File: src/rtl/risc_fetch_unit_if.sv
// Bus bundle for the fetch unit: instruction-memory request/response,
// redirect input and the prefetch-queue head presented to the decoder.
interface risc_fetch_unit_if #(
    parameter int PC_W = 5,
    parameter int IR_W = 13
);
    logic            imem_req;
    logic [PC_W-1:0] imem_addr;
    logic            imem_valid;
    logic [IR_W-1:0] imem_rdata;
    logic            redirect;
    logic [PC_W-1:0] redirect_pc;
    logic [IR_W-1:0] ir;
    logic [PC_W-1:0] ir_pc;
    logic            ir_valid;
    logic            ir_ready;
    logic [PC_W-1:0] pc;

    modport master (
        output imem_req, imem_addr, ir, ir_pc, ir_valid, pc,
        input  imem_valid, imem_rdata, redirect, redirect_pc, ir_ready
    );

    modport slave (
        input  imem_req, imem_addr, ir, ir_pc, ir_valid, pc,
        output imem_valid, imem_rdata, redirect, redirect_pc, ir_ready
    );
endinterface

File: src/rtl/risc_fetch_unit.sv
// Instruction fetch unit: single-outstanding request FSM feeding a small
// prefetch FIFO, with redirect flush and stale-response dropping.
//
//   state  | meaning
//   S_REQ  | may issue a fetch when the queue has room for its response
//   S_WAIT | one request outstanding, response will be queued
//   S_DROP | one request outstanding, response will be discarded
module risc_fetch_unit #(
    parameter int          PC_W     = 5,
    parameter int          IR_W     = 13,
    parameter int          DEPTH    = 2,
    parameter int unsigned RESET_PC = 0
) (
    input  logic              clk,
    input  logic              rst,
    risc_fetch_unit_if.master bus
);
    localparam int PTR_W = $clog2(DEPTH);
    localparam int CNT_W = $clog2(DEPTH + 1);
    localparam int ENT_W = PC_W + IR_W;
    localparam logic [PC_W-1:0] RESET_ADDR = PC_W'(RESET_PC);

    typedef enum logic [1:0] {S_REQ, S_WAIT, S_DROP} state_t;

    state_t           state_q, state_d;
    logic [PC_W-1:0]  pc_q, pc_d;
    logic [PC_W-1:0]  req_pc_q, req_pc_d;
    logic [PTR_W-1:0] rd_ptr_q, rd_ptr_d;
    logic [PTR_W-1:0] wr_ptr_q, wr_ptr_d;
    logic [CNT_W-1:0] count_q, count_d;
    logic [ENT_W-1:0] mem_q [DEPTH];
    logic [ENT_W-1:0] mem_d [DEPTH];

    logic issue;
    logic push;
    logic pop;
    logic not_empty;

    assign not_empty = (count_q != '0);

    always_comb begin
        state_d  = state_q;
        pc_d     = pc_q;
        req_pc_d = req_pc_q;
        rd_ptr_d = rd_ptr_q;
        wr_ptr_d = wr_ptr_q;
        count_d  = count_q;
        mem_d    = mem_q;
        issue    = 1'b0;
        push     = 1'b0;
        pop      = not_empty && bus.ir_ready && !bus.redirect;

        case (state_q)
            S_REQ: begin
                if (bus.redirect) begin
                    pc_d = bus.redirect_pc;
                end else if (count_q < CNT_W'(DEPTH)) begin
                    issue    = 1'b1;
                    req_pc_d = pc_q;
                    pc_d     = pc_q + PC_W'(1);
                    state_d  = S_WAIT;
                end
            end
            S_WAIT: begin
                if (bus.redirect) begin
                    pc_d    = bus.redirect_pc;
                    state_d = bus.imem_valid ? S_REQ : S_DROP;
                end else if (bus.imem_valid) begin
                    push    = 1'b1;
                    state_d = S_REQ;
                end
            end
            S_DROP: begin
                if (bus.redirect) begin
                    pc_d = bus.redirect_pc;
                end
                if (bus.imem_valid) begin
                    state_d = S_REQ;
                end
            end
            default: state_d = S_REQ;
        endcase

        // A redirect empties the queue outright; push/pop are already masked.
        if (bus.redirect) begin
            rd_ptr_d = '0;
            wr_ptr_d = '0;
            count_d  = '0;
        end else begin
            if (push) begin
                mem_d[wr_ptr_q] = {req_pc_q, bus.imem_rdata};
                wr_ptr_d        = wr_ptr_q + PTR_W'(1);
            end
            if (pop) begin
                rd_ptr_d = rd_ptr_q + PTR_W'(1);
            end
            case ({push, pop})
                2'b10:   count_d = count_q + CNT_W'(1);
                2'b01:   count_d = count_q - CNT_W'(1);
                default: count_d = count_q;
            endcase
        end
    end

    always_ff @(posedge clk or posedge rst) begin
        if (rst) begin
            state_q  <= S_REQ;
            pc_q     <= RESET_ADDR;
            req_pc_q <= '0;
            rd_ptr_q <= '0;
            wr_ptr_q <= '0;
            count_q  <= '0;
        end else begin
            state_q  <= state_d;
            pc_q     <= pc_d;
            req_pc_q <= req_pc_d;
            rd_ptr_q <= rd_ptr_d;
            wr_ptr_q <= wr_ptr_d;
            count_q  <= count_d;
        end
    end

    // Storage needs no reset: only entries counted by count_q are ever shown.
    always_ff @(posedge clk) begin
        mem_q <= mem_d;
    end

    assign bus.imem_req  = issue && !rst;
    assign bus.imem_addr = pc_q;
    assign bus.pc        = pc_q;
    assign bus.ir_valid  = not_empty;
    assign bus.ir        = not_empty ? mem_q[rd_ptr_q][IR_W-1:0] : '0;
    assign bus.ir_pc     = not_empty ? mem_q[rd_ptr_q][ENT_W-1:IR_W] : '0;

endmodule

File: src/flat_wrapper.sv
// flat-port wrapper written by rule: the top's interface ports become plain ports
module risc_fetch_unit_flat 
#(
    parameter int          PC_W     = 5,
    parameter int          IR_W     = 13,
    parameter int          DEPTH    = 2,
    parameter int unsigned RESET_PC = 0
)
  (clk, rst, bus_imem_req, bus_imem_addr, bus_ir, bus_ir_pc, bus_ir_valid, bus_pc, bus_imem_valid, bus_imem_rdata, bus_redirect, bus_redirect_pc, bus_ir_ready);
  risc_fetch_unit_if #(.PC_W(PC_W), .IR_W(IR_W)) bus_i ();
  input  logic clk;
  input  logic rst;
  output wire logic [$bits(bus_i.imem_req)-1:0] bus_imem_req;
  output wire logic [$bits(bus_i.imem_addr)-1:0] bus_imem_addr;
  output wire logic [$bits(bus_i.ir)-1:0] bus_ir;
  output wire logic [$bits(bus_i.ir_pc)-1:0] bus_ir_pc;
  output wire logic [$bits(bus_i.ir_valid)-1:0] bus_ir_valid;
  output wire logic [$bits(bus_i.pc)-1:0] bus_pc;
  input wire logic [$bits(bus_i.imem_valid)-1:0] bus_imem_valid;
  input wire logic [$bits(bus_i.imem_rdata)-1:0] bus_imem_rdata;
  input wire logic [$bits(bus_i.redirect)-1:0] bus_redirect;
  input wire logic [$bits(bus_i.redirect_pc)-1:0] bus_redirect_pc;
  input wire logic [$bits(bus_i.ir_ready)-1:0] bus_ir_ready;
  assign bus_imem_req = bus_i.imem_req;
  assign bus_imem_addr = bus_i.imem_addr;
  assign bus_ir = bus_i.ir;
  assign bus_ir_pc = bus_i.ir_pc;
  assign bus_ir_valid = bus_i.ir_valid;
  assign bus_pc = bus_i.pc;
  assign bus_i.imem_valid = bus_imem_valid;
  assign bus_i.imem_rdata = bus_imem_rdata;
  assign bus_i.redirect = bus_redirect;
  assign bus_i.redirect_pc = bus_redirect_pc;
  assign bus_i.ir_ready = bus_ir_ready;
  risc_fetch_unit #(.PC_W(PC_W), .IR_W(IR_W), .DEPTH(DEPTH), .RESET_PC(RESET_PC)) u_core (.clk(clk), .rst(rst), .bus(bus_i));
endmodule
File: config.mk
export PLATFORM = sky130hd
export DESIGN_NAME = risc_fetch_unit_flat
export DESIGN_NICKNAME = d
export VERILOG_FILES = /design/src/rtl/risc_fetch_unit_if.sv /design/src/rtl/risc_fetch_unit.sv /design/src/flat_wrapper.sv
export SDC_FILE = /design/constraint.sdc
export NUM_CORES = 1
export LEC_CHECK = 0
export ABC_AREA = 1
export CAP_MARGIN = 20
export CORE_ASPECT_RATIO = 0.75
export CORE_MARGIN = 5
export CORE_UTILIZATION = 31
export CTS_CLUSTER_SIZE = 14
export DETAILED_ROUTE_END_ITERATION = 8
export HOLD_SLACK_MARGIN = 0.12
export SYNTH_ARGS = -nofsm -noshare
export SYNTH_HDL_FRONTEND = slang
export SYNTH_SLANG_ARGS = --single-unit
File: constraint.sdc
create_clock -name clk -period 2.6 [get_ports clk]
set_input_delay 0.39 -clock clk [delete_from_list [all_inputs] [get_ports clk]]
set_output_delay 0.39 -clock clk [all_outputs]
set_load 0.005 [all_outputs]
== After elaboration in Yosys (flattened, before gate mapping) ==
Index checks and enable logic that the tools add are counted.

* Register bits: 52
* Input port bits: 23
* Output and inout bits: 30
* Word-level logic and storage cells: 75

* Add/sub/neg operators: 5
* Order comparisons: 4
* Eq/ne operators: 8
* Mux-type cells: 30
* Bitwise logic cells: 3
* Reduce and logical (&&, ||, !) cells: 17

{| class="wikitable"
|+ Operators by type and width
! kind !! number
|-
| $mux W18 || 4
|-
| $bwmux W36 || 1
|-
| $mux W5 || 4
|-
| $demux W18 S1 || 1
|-
| $mux W13 || 1
|-
| $mux W2 || 6
|-
| $mux W1 || 10
|-
| $pmux W5 S2 || 1
|-
| $reduce_bool A2 Y1 || 4
|-
| $pmux W2 S3 || 1
|-
| $reduce_and A3 Y1 || 2
|-
| $add A5 B1 Y5 const B || 1
|-
| $eq A2 B1 Y1 const B || 2
|-
| $eq A2 B2 Y1 const B || 2
|-
| $ge A2 B2 Y1 const B || 2
|-
| $logic_and A1 B1 Y1 || 4
|-
| $ne A2 B1 Y1 const B || 2
|-
| $not A1 Y2 || 2
|-
| $pmux W2 S2 || 1
|-
| $reduce_and A2 Y1 || 2
|-
| $ne A3 B2 Y1 const B || 1
|-
| $reduce_bool A3 Y1 || 1
|-
| $add A1 B1 Y1 const B || 2
|-
| $add A2 B1 Y2 const B || 1
|-
| other kinds (8) || 9
|}

== Longest topological paths before layout ==
Gate-level depths: netlist of run 1.

* Word-level depth: 6
* Mapped depth: 9

== Worst setup path before layout of run 1 ==
Ideal clock, no wire load.

* Path type: reg2reg
* Start point: register u_core.state_q[1]
* End point: register u_core.mem_q[0] (netlist bit) (enable)
* Arrival: 1.701 ns
* Data required time: 2.207 ns
* Setup slack: 0.506 ns
* Cell stages (with the launch flop): 7
* Period minus slack after synthesis: 2.094 ns
* Cells stage by stage: dfrtp_1 > inv_1 > ha_1 > inv_1 > nor2_2 > inv_1 > nor2_1

* Longest elaborated chain between the ends: 3

{| class="wikitable"
|+ Ends and longest elaborated chain
! what !! line !! RTL
|-
| from (decl) || risc_fetch_unit.sv:25 || <nowiki>state_t state_q, state_d;</nowiki>
|-
| from (signal assigned) || risc_fetch_unit.sv:114 || <nowiki>state_q <= state_d;</nowiki>
|-
| $eq A2 B1 Y1 || risc_fetch_unit.sv:53 || <nowiki>case (state_q)</nowiki>
|-
| $mux W1 || risc_fetch_unit.sv:53 ||
|-
| $reduce_and A2 Y1 (no line) || -- ||
|-
| to (signal assigned) || risc_fetch_unit.sv:125 || <nowiki>mem_q <= mem_d;</nowiki>
|-
| to (decl) || risc_fetch_unit.sv:31 || <nowiki>logic [ENT_W-1:0] mem_q [DEPTH];</nowiki>
|}

Every way passes these cells.
A chain may end at the register's enable or synchronous reset.

== Worst setup path in the final report of run 1 ==
* Start point: register u_core.state_q[1]
* End point: output port bus_imem_req

* Longest elaborated chain between the ends: 3

{| class="wikitable"
|+ Ends and longest elaborated chain
! what !! line !! RTL
|-
| $logic_not A2 Y1 || risc_fetch_unit.sv:53 ||
|-
| $mux W1 || risc_fetch_unit.sv:53 ||
|-
| $logic_and A1 B1 Y1 || risc_fetch_unit.sv:128 || <nowiki>assign bus.imem_req = issue && !rst;</nowiki>
|-
| to (decl) || flat_wrapper.sv:13 || <nowiki>output wire logic [$bits(bus_i.imem_req)-1:0] bus_imem_req;</nowiki>
|}

Every way passes these cells.

==> results.md, run 1 <==
- Status: complete, no violations
- Net switching power: 0.815 mW
- Final core occ: 42.2%
- Routability cong.: 0.717
- CP max FO: 12
- PwrDens: 833 nW/µm²
- Yosys warns: 0
- Worst Tran Pin Value: 621 ps
- Switching share of power: 31.6%
- CP arrival: 1940 ps
- Peak supply drop: 0.398 mV
- Max Slew Vio Count: 0
- Core footprint: 7330 µm²
- Total of max-cap violations: 0
- Synth cell types: 20
- WHS: 479 ps
- Clock skew: 8.01 ps
- #FFs+latches synth: 52
- Antenna cells: 0
- Hold Path Sink: u_core.mem_q[16]
- Root Driver: clkbuf_8
- Synthesized netlist cell count: 231
- Port Buffers: 52
- Top sig layer: met4
- Fin. Hold Viols: 0
- Die height: 85.2 µm
- DRC Markers: 0
- Synth-to-Final Area Change: 32.3%
- Clock sink count: 52
- Reg2reg start: u_core.state_q[1]
- Worst path slowest cell: clkdlybuf4s50_1
- First-pass DRT Iterations: 4
- Critical Path End Type: output pin
- Routed met2 length: 2290 µm
- Sequential share of power: 45.7%
- Placed cell areas: 2980 µm²
- Max-slew headroom: 58.5%
- Critical Path Start Type: flop
- Tmin final: 2330 ps
- Htree depth: 2
- Hold Crit Depth: 0
- Fin worst setup slack: 271 ps
- Nets@finish: 313
- Final WL: 4820 µm
- Vias in the first global route: 1713
- Initial Util: 31.9%
- Setup TNS: 0 ps
- Num ports: 53
- Final period util: 89.6%
- Share of layout cells above drive strength 1: 10.5%
- Post-DRT Antenna Nets: 0
- Leakage: 1.22 nW
- P_int: 1.76 mW
- Metal1 wirelength: 2240 µm
- Final Cell Area: 3090 µm²
- Hold Startpoint: u_core.req_pc_q[3]
- Largest net degree at the start of global routing: 20
- Reg2reg end: u_core.mem_q[10]
- HPWL after detailed placement: 3560 µm
- Site Rows: 27
- DR vias: 1685
- Dpl ws: 269 ps
- Crit Path Category: flop to output pin
- Total nets after synthesis: 259
- WP data required: 2210 ps
- Seq/Total Area, Yosys: 63.4%
- GRT Residual Overflow: 0
- Clock power frac: 20.7%
- Combinational share of power: 33.6%
- TritonCTS clock tree: yes
- Num CTS Buffers: 5
- First-pass GRT wire length: 8010 µm
- Met3 Wirelength: 278 µm
- Fmax: 429 MHz
- DR iter-0 viols: 102
- Worst hold path type: flop to flop
- Die Wd: 110 µm
- Critical path cell sequence: inv_1 > ha_1 > nand3_2 > nor2_1 > clkdlybuf4s50_1
- Antenna violations before repair: 0
- Syn_area_per_cell: 10.1 µm²
- Clk Latency, worst-skew pair: 300 ps
- RSZ-0062 raised after global routing: false
- Crit path largest cell delay: 510 ps
- Reg2Reg Setup Slack: 680 ps
- Vias/cell: 4.35
- Die area: 9390 µm²
- Overall Global Routing Usage: 11.0%
- R2R cell count: 7
- Wire per inst: 12.5 µm
- CTS Buffer Depth: 2
- Final setup viols: 0
- Mapped Area: 2340 µm²
- Worst-path clk slew: 90 ps
[worst max-delay path by stage]
stage	startpoint	to	slack (ps)	depth (start not counted)
finish	u_core.state_q[1]	bus_imem_req	270	5
global route	u_core.state_q[1]	bus_imem_req	130	5
detailed placement	bus_redirect	bus_imem_req	270	5
floorplan	u_core.state_q[1]	u_core.mem_q[0]	510	6
global placement	bus_redirect	bus_imem_req	290	5
CTS	u_core.state_q[0]	bus_imem_req	110	5
[per-layer routing]
metal | up-vias | track usage (%)
met5 | - | 0
met4 | 0 | 2.91
met3 | 2 | 3.42
met2 | 40 | 17.9
met1 | 783 | 14.1
li1 | 860 | -
[cell usage in the layout (no fill, tap or decap), drive strengths merged]
| cell | synthesis | final |
|---|---|---|
| xnor2 | 1 | 1 |
| nand4 | 1 | 1 |
| inv | 23 | 23 |
| nand3 | 6 | 6 |
| dfrtp | 16 | 16 |
| bufinv | 0 | 1 |
| o21ai | 17 | 17 |
| clkinv | 0 | 1 |
| buf | 11 | 6 |
| clkdlybuf4s50 | 0 | 52 |
| a21oi | 23 | 23 |
| o31ai | 1 | 1 |
| nor2 | 14 | 14 |
| xor2 | 1 | 1 |
| edfxtp | 36 | 36 |
| clkinvlp | 0 | 1 |
| ha | 5 | 5 |
| nand2 | 76 | 76 |
| clkbuf | 0 | 5 |
[power groups by stage]
stage / clock network, mW / logic, mW / registers (mW)
floorplan: 0 / 0.517 / 1.17
global placement: 0 / 0.859 / 1.19
detailed placement: 0 / 0.873 / 1.20
CTS: 0.551 / 0.878 / 1.18
global route: 0.585 / 0.978 / 1.20
finish: 0.533 / 0.865 / 1.18
[area by class of cell]
type                       instances  area (µm²)
sequential                        52        1480
timing repair buffer              58         578
clock inverter                     3        42.5
clock buffer                       5        68.8
fill                             722        4240
multi-input combinational        145         709
tap                              101         126
inverter                          23        86.3
[critical path, delay by kind of cell, from the launching register on]
family / cells / cell delay, ps
AND/OR/NAND/NOR: 2 / 370
flip-flops: 1 / 410
buffers and inverters: 2 / 620
adder cells (fa/ha/maj): 1 / 230
[cell families (layout without fill, tap and decap cells)]
logic type / after synthesis / after routing / synth area share, %
adders and majority gates: 5 / 5 / 2.68
xor gates and xnor gates: 2 / 2 / 0.750
DFF: 52 / 52 / 63.4
and+or+nand+nor: 97 / 97 / 17.3
buffers and inverters: 34 / 89 / 6.69
AOI/OAI and AO/OA: 41 / 41 / 9.21
[cells in the mapped netlist (all sizes together)]
cell    instances  share of area, %
xnor2           1              0.37
a21oi          23               5.2
nand2          76                13
nor2           14               3.1
dfrtp          16                17
nand4           1              0.27
buf            11               3.0
o31ai           1              0.32
o21ai          17               3.6
edfxtp         36                46
ha              5               2.7
xor2            1              0.37
nand3           6               1.3
inv            23               3.7
[sequential cells by signal (all words and copies together), names as in the netlist]
signal / flops
u_core.state_q: 2
u_core.bus.imem_addr: 5
u_core.mem_q: 36
u_core.rd_ptr_q: 1
u_core.req_pc_q: 5
u_core.wr_ptr_q: 1
u_core.count_q: 2
[per-stage QoR]
stage          power (mW)  cells
2_1_floorplan        1.69    231
3_3_place_gp         2.05    379
3_5_place_dp         2.07    379
4_1_cts              2.61    387
5_1_grt              2.77    387
6_report             2.58    387
[what timing repair did]
| action | CTS | global route |
|---|---|---|
| buffers inserted | 0 | 0 |
| hold buffers | 0 | 0 |
| setup endpoints to repair | 0 | 1 |
| resized for setup | 0 | 1 |
Note: power is estimated with default switching activity, not from simulation.
==> run 2, diff against run 1 <==
Settings changed: RECOVER_POWER set to 100.
==> run 2 against run 1 <==
  * Count of clock-buffer cells in the layout unchanged
  * Via count is 1.5% lower
  * Register-to-register slack worse by 250 ps
  * Die area unchanged
  * Design area fell by 0.97%
  * Core utilization down 0.41 points
  * Non-clock buffer count is the same
  * Global-route usage did not move
  * Fmax is 2.2% lower
  * Critical endpoint unchanged
  * Largest cell class unchanged
  * Largest power group unchanged
==> results.md, run 2 (synthesized netlist as in run 1, its figures left out) <==
- PwrDens: 816 nW/µm²
- Max-slew headroom: 53.6%
- Tmin final: 2380 ps
- RSZ-0062 raised after global routing: false
- Most common cell after layout, fill and taps aside: nand2_1
- Worst Tran Pin Value: 693 ps
- Max FFs per register: 36
- Setup TNS: 0 ps
- Clock power frac: 21.4%
- Final WL: 4790 µm
- Total of max-cap violations: 0
- Vias/cell: 4.29
- Wire per inst: 12.4 µm
- Nets@finish: 313
- Placed cell areas: 2980 µm²
- Critical path cell sequence: inv_1 > ha_1 > nand3_2 > nor2_1 > dlygate4sd3_1
- Sequential share of power: 47.0%
- Clock skew: 7.26 ps
- R2R cell count: 7
- Max Slew Vio Count: 0
- Routability cong.: 0.717
- DRC Markers: 0
- Die height: 85.2 µm
- Final Cell Area: 3060 µm²
- Num CTS Buffers: 5
- Largest net degree at the start of global routing: 20
- Crit Path Category: flop to output pin
- First-pass DRT Iterations: 4
- CP max FO: 12
- Die Wd: 110 µm
- Peak supply drop: 0.370 mV
- Clock sink count: 52
- GRT Residual Overflow: 0
- HPWL after detailed placement: 3560 µm
- Final setup viols: 0
- Synth-to-Final Area Change: 31.0%
- Post-DRT Antenna Nets: 0
- Fin. Hold Viols: 0
- CP arrival: 1990 ps
- Hold Crit Depth: 0
- Combinational share of power: 31.6%
- Hold buffers post-CTS: 0
- Net switching power: 0.798 mW
- CTS Buffer Depth: 2
- WP data required: 2210 ps
- Worst path slowest cell: dlygate4sd3_1
- Hold Path Sink: u_core.mem_q[16]
- DR iter-0 viols: 94
- Port Buffers: 52
- Final core occ: 41.8%
- Initial Util: 31.9%
- Fmax: 420 MHz
- Final period util: 91.6%
- Top reg by flops: u_core.mem_q
- Worst-path clk slew: 90 ps
- Site Rows: 27
- Reg2reg end: u_core.mem_q[11]
- Vias in the first global route: 1713
- Root Driver: clkbuf_8
- Core footprint: 7330 µm²
- Reg2reg start: u_core.state_q[1]
- TritonCTS clock tree: yes
- Critical Path End Type: output pin
- Overall Global Routing Usage: 11.0%
- Htree depth: 2
- Leakage: 1.28 nW
- Hold Startpoint: u_core.req_pc_q[3]
- Num ports: 53
- Share of layout cells above drive strength 1: 6.64%
- Dpl ws: 269 ps
- Status: complete, no violations
- Reg2Reg Setup Slack: 430 ps
- Clk Latency, worst-skew pair: 300 ps
- Worst hold path type: flop to flop
- Critical Path Start Type: flop
- Commonest non-fill, non-tap cells in the layout: nand2_1 (74), dlygate4sd3_1 (44), edfxtp_1 (36)
- P_int: 1.70 mW
- Fin worst setup slack: 218 ps
- Crit path largest cell delay: 580 ps
- DR vias: 1659
- Antenna violations before repair: 0
- First-pass GRT wire length: 8010 µm
- Switching share of power: 31.9%
- Antenna cells: 0
- Die area: 9390 µm²
-- run 2: cell count changes in the layout (fill, tap and decap cells not counted) --
cell and change:
nand2_1 +2, clkbuf_1 +3, inv_1 +1, a21oi_2 -1
nor2_1 +4, dlygate4sd3_1 +44, nor2_2 -4, inv_2 -1
nand2_2 -2, buf_4 -3, clkdlybuf4s50_1 -44, a21oi_1 +1
-- run 2: power by group through the flow --
stage | combinational (mW) | sequential (mW) | clock [mW]
6_report | 0.791 | 1.18 | 0.534
5_1_grt | 0.906 | 1.20 | 0.585
3_3_place_gp | 0.859 | 1.19 | 0
4_1_cts | 0.878 | 1.18 | 0.551
3_5_place_dp | 0.873 | 1.20 | 0
2_1_floorplan | 0.517 | 1.17 | 0
-- run 2: worst max-delay path: cells and delay by family, from the launching register on --
family        cells  cell delay (ps)
flops             1              410
fa+ha+maj         1              230
simple gates      2              360
buf+inv           2              690
-- run 2: repair_timing --
action	4_1_cts	5_1_grt
gates resized for setup	0	1
buffers inserted	0	0
setup endpoints to repair	0	1
-- run 2: how the worst max path moves through the flow --
stage | from | endpoint | slack (ps)
after floorplan | u_core.state_q[1] | u_core.mem_q[0] | 510
after global routing | u_core.state_q[1] | bus_imem_req | 80
after detailed placement | bus_redirect | bus_imem_req | 270
final | u_core.state_q[1] | bus_imem_req | 220
after CTS | u_core.state_q[0] | bus_imem_req | 110
after global placement | bus_redirect | bus_imem_req | 290
-- run 2: layer usage --
metal	part of all wire, %	track usage, %	routed length [µm]
met2	48	17.9	2280
met5	0	0	0
met4	0.31	2.91	15
met1	46	14.1	2220
met3	5.6	3.42	270
-- run 2: area by class of cell --
class | instances | area, µm²
Sequential cell | 52 | 1480
Multi-Input combinational cell | 145 | 691
Clock inverter | 3 | 42.5
Fill cell | 728 | 4270
Timing Repair Buffer | 58 | 567
Tap cell | 101 | 126
Clock buffer | 5 | 68.8
Inverter | 23 | 86.3
-- run 2: through the flow --
stage          total power [mW]  hold slack [ps]  cells
5_1_grt                    2.69              495    387
3_3_place_gp               2.05              464    379
6_report                   2.50              481    387
3_5_place_dp               2.07              462    379
4_1_cts                    2.61              486    387
2_1_floorplan              1.69              304    231
==> run 3, diff against run 2 <==
Settings changed: GPL_ROUTABILITY_DRIVEN set to 0.
==> results of run 3 <==
The final DEF is identical to that of run 2; final timing and power are the same.
==> patch, RTL diff (flow settings as in run 3) <==
The 3 states of `state_t` get a one-hot encoding in 3 bits.
--- a/src/rtl/risc_fetch_unit.sv
+++ b/src/rtl/risc_fetch_unit.sv
@@ -20,7 +20,7 @@
     localparam int ENT_W = PC_W + IR_W;
     localparam logic [PC_W-1:0] RESET_ADDR = PC_W'(RESET_PC);
 
-    typedef enum logic [1:0] {S_REQ, S_WAIT, S_DROP} state_t;
+    typedef enum logic [2:0] {S_REQ = 3'b001, S_WAIT = 3'b010, S_DROP = 3'b100} state_t;
 
     state_t           state_q, state_d;
     logic [PC_W-1:0]  pc_q, pc_d;
Check against the original RTL: same outputs for any inputs over 4 cycles, from zero or initial values and one cycle with rst high; so few cycles prove little.
==> patch against run 3 <==
- sequential cell count is 1 higher
- cell area increased by 1.8%
- worst setup slack got worse by 44 ps
- utilization up 0.17 points
- wire length is 5.9% higher
- synthesized area increased by 2.0%
- die area is 1.8% higher
- via count rose by 2.7%
- power shrank 3.9%
==> patch: results (changes against run 3) <==
| Metric | Value |
|---|---|
| Reg2Reg Setup Slack | `840 ps (+410 ps)` |
| WL met3 | `172 um (-36%)` |
| Status | `finished, final reports clean` |
| GR Util met2 | `0.160 (-0.0191)` |
| Worst reg2reg endpoint | `u_core.mem_q[17]` |
| Combinational share of power | `0.261 (-0.055)` |
| Non-Filler Instances | `391 (+1.0%)` |
| Iter 0 DRT Violations | `102 (+8.5%)` |
| Slew at the pin closest to its max-slew limit | `656 ps (-37.5 ps)` |
| Multi-input logic cell count | `154 (+6.2%)` |
| Critical path arrival | `2040 ps (+50 ps)` |
| Psw | `0.698 mW (-13%)` |
| FILL cells | `713 (-2.1%)` |
| Clk sinks | `53 (+1.9%)` |
| Register area | `0.00151 mm^2 (+1.8%)` |
| Post-synth ARST share | `0.321 (+0.0131)` |
| Met1 Track Usage GR | `0.150 (+0.00854)` |
| Crit Path Max Fanout | `9 (-3)` |
| LEAKAGE | `1.34 nW (+4.6%)` |
| R2R depth | `5 (-2)` |
| First-pass GRT wire length | `8070 um (+0.70%)` |
| Placed cell count | `383 (+1.1%)` |
| Critical Path Start | `bus_redirect` |
| Metal-1 WL | `2610 um (+18%)` |
| Overall global routing resource usage | `0.106 (-0.00416)` |
| Clk. pwr | `0.655 mW (+23%)` |
| Vias in the first global route | `1626 (-5.1%)` |
| Distinct cell type count after synthesis | `26 (+30%)` |
| Top post-synthesis cells by area | `edfxtp_1, dfrtp_1, nand2_1` |
| Synth cell count leaders | `nand2_1, edfxtp_1, a21oi_1, dfrtp_1, inv_1` |
| WL per Instance | `13.0 um (+4.8%)` |
| Inverters | `17 (-26%)` |
patch: through the flow:
stage | setup WS [ps] | cell area [um^2]
2_1_floorplan | 569 | 2380
3_3_place_gp | 365 | 3020
3_5_place_dp | 220 | 3020
4_1_cts | 212 | 3150
5_1_grt | 62.5 | 3120
6_report | 175 | 3120
patch: worst min-delay path by stage:
stage / start / endpoint
final: u_core.req_pc_q[3] / u_core.mem_q[34]
after global placement: u_core.req_pc_q[3] / u_core.mem_q[34]
after CTS: u_core.req_pc_q[3] / u_core.mem_q[16]
after detailed placement: u_core.req_pc_q[3] / u_core.mem_q[16]
after floorplan: rst / u_core.bus.imem_addr[0]
after global routing: u_core.req_pc_q[4] / u_core.mem_q[35]
patch: cells by family (layout without fill, tap and decap cells):
logic type,count (synthesis),in the layout,synth area share
flip-flops,53,53,0.632
buffers and inverters,28,83,0.0546
adder cells (fa/ha/maj),1,1,0.00525
XOR/XNOR,3,3,0.0110
AO/OA/AOI/OAI,28,28,0.0635
AND/OR/NAND/NOR,122,122,0.233
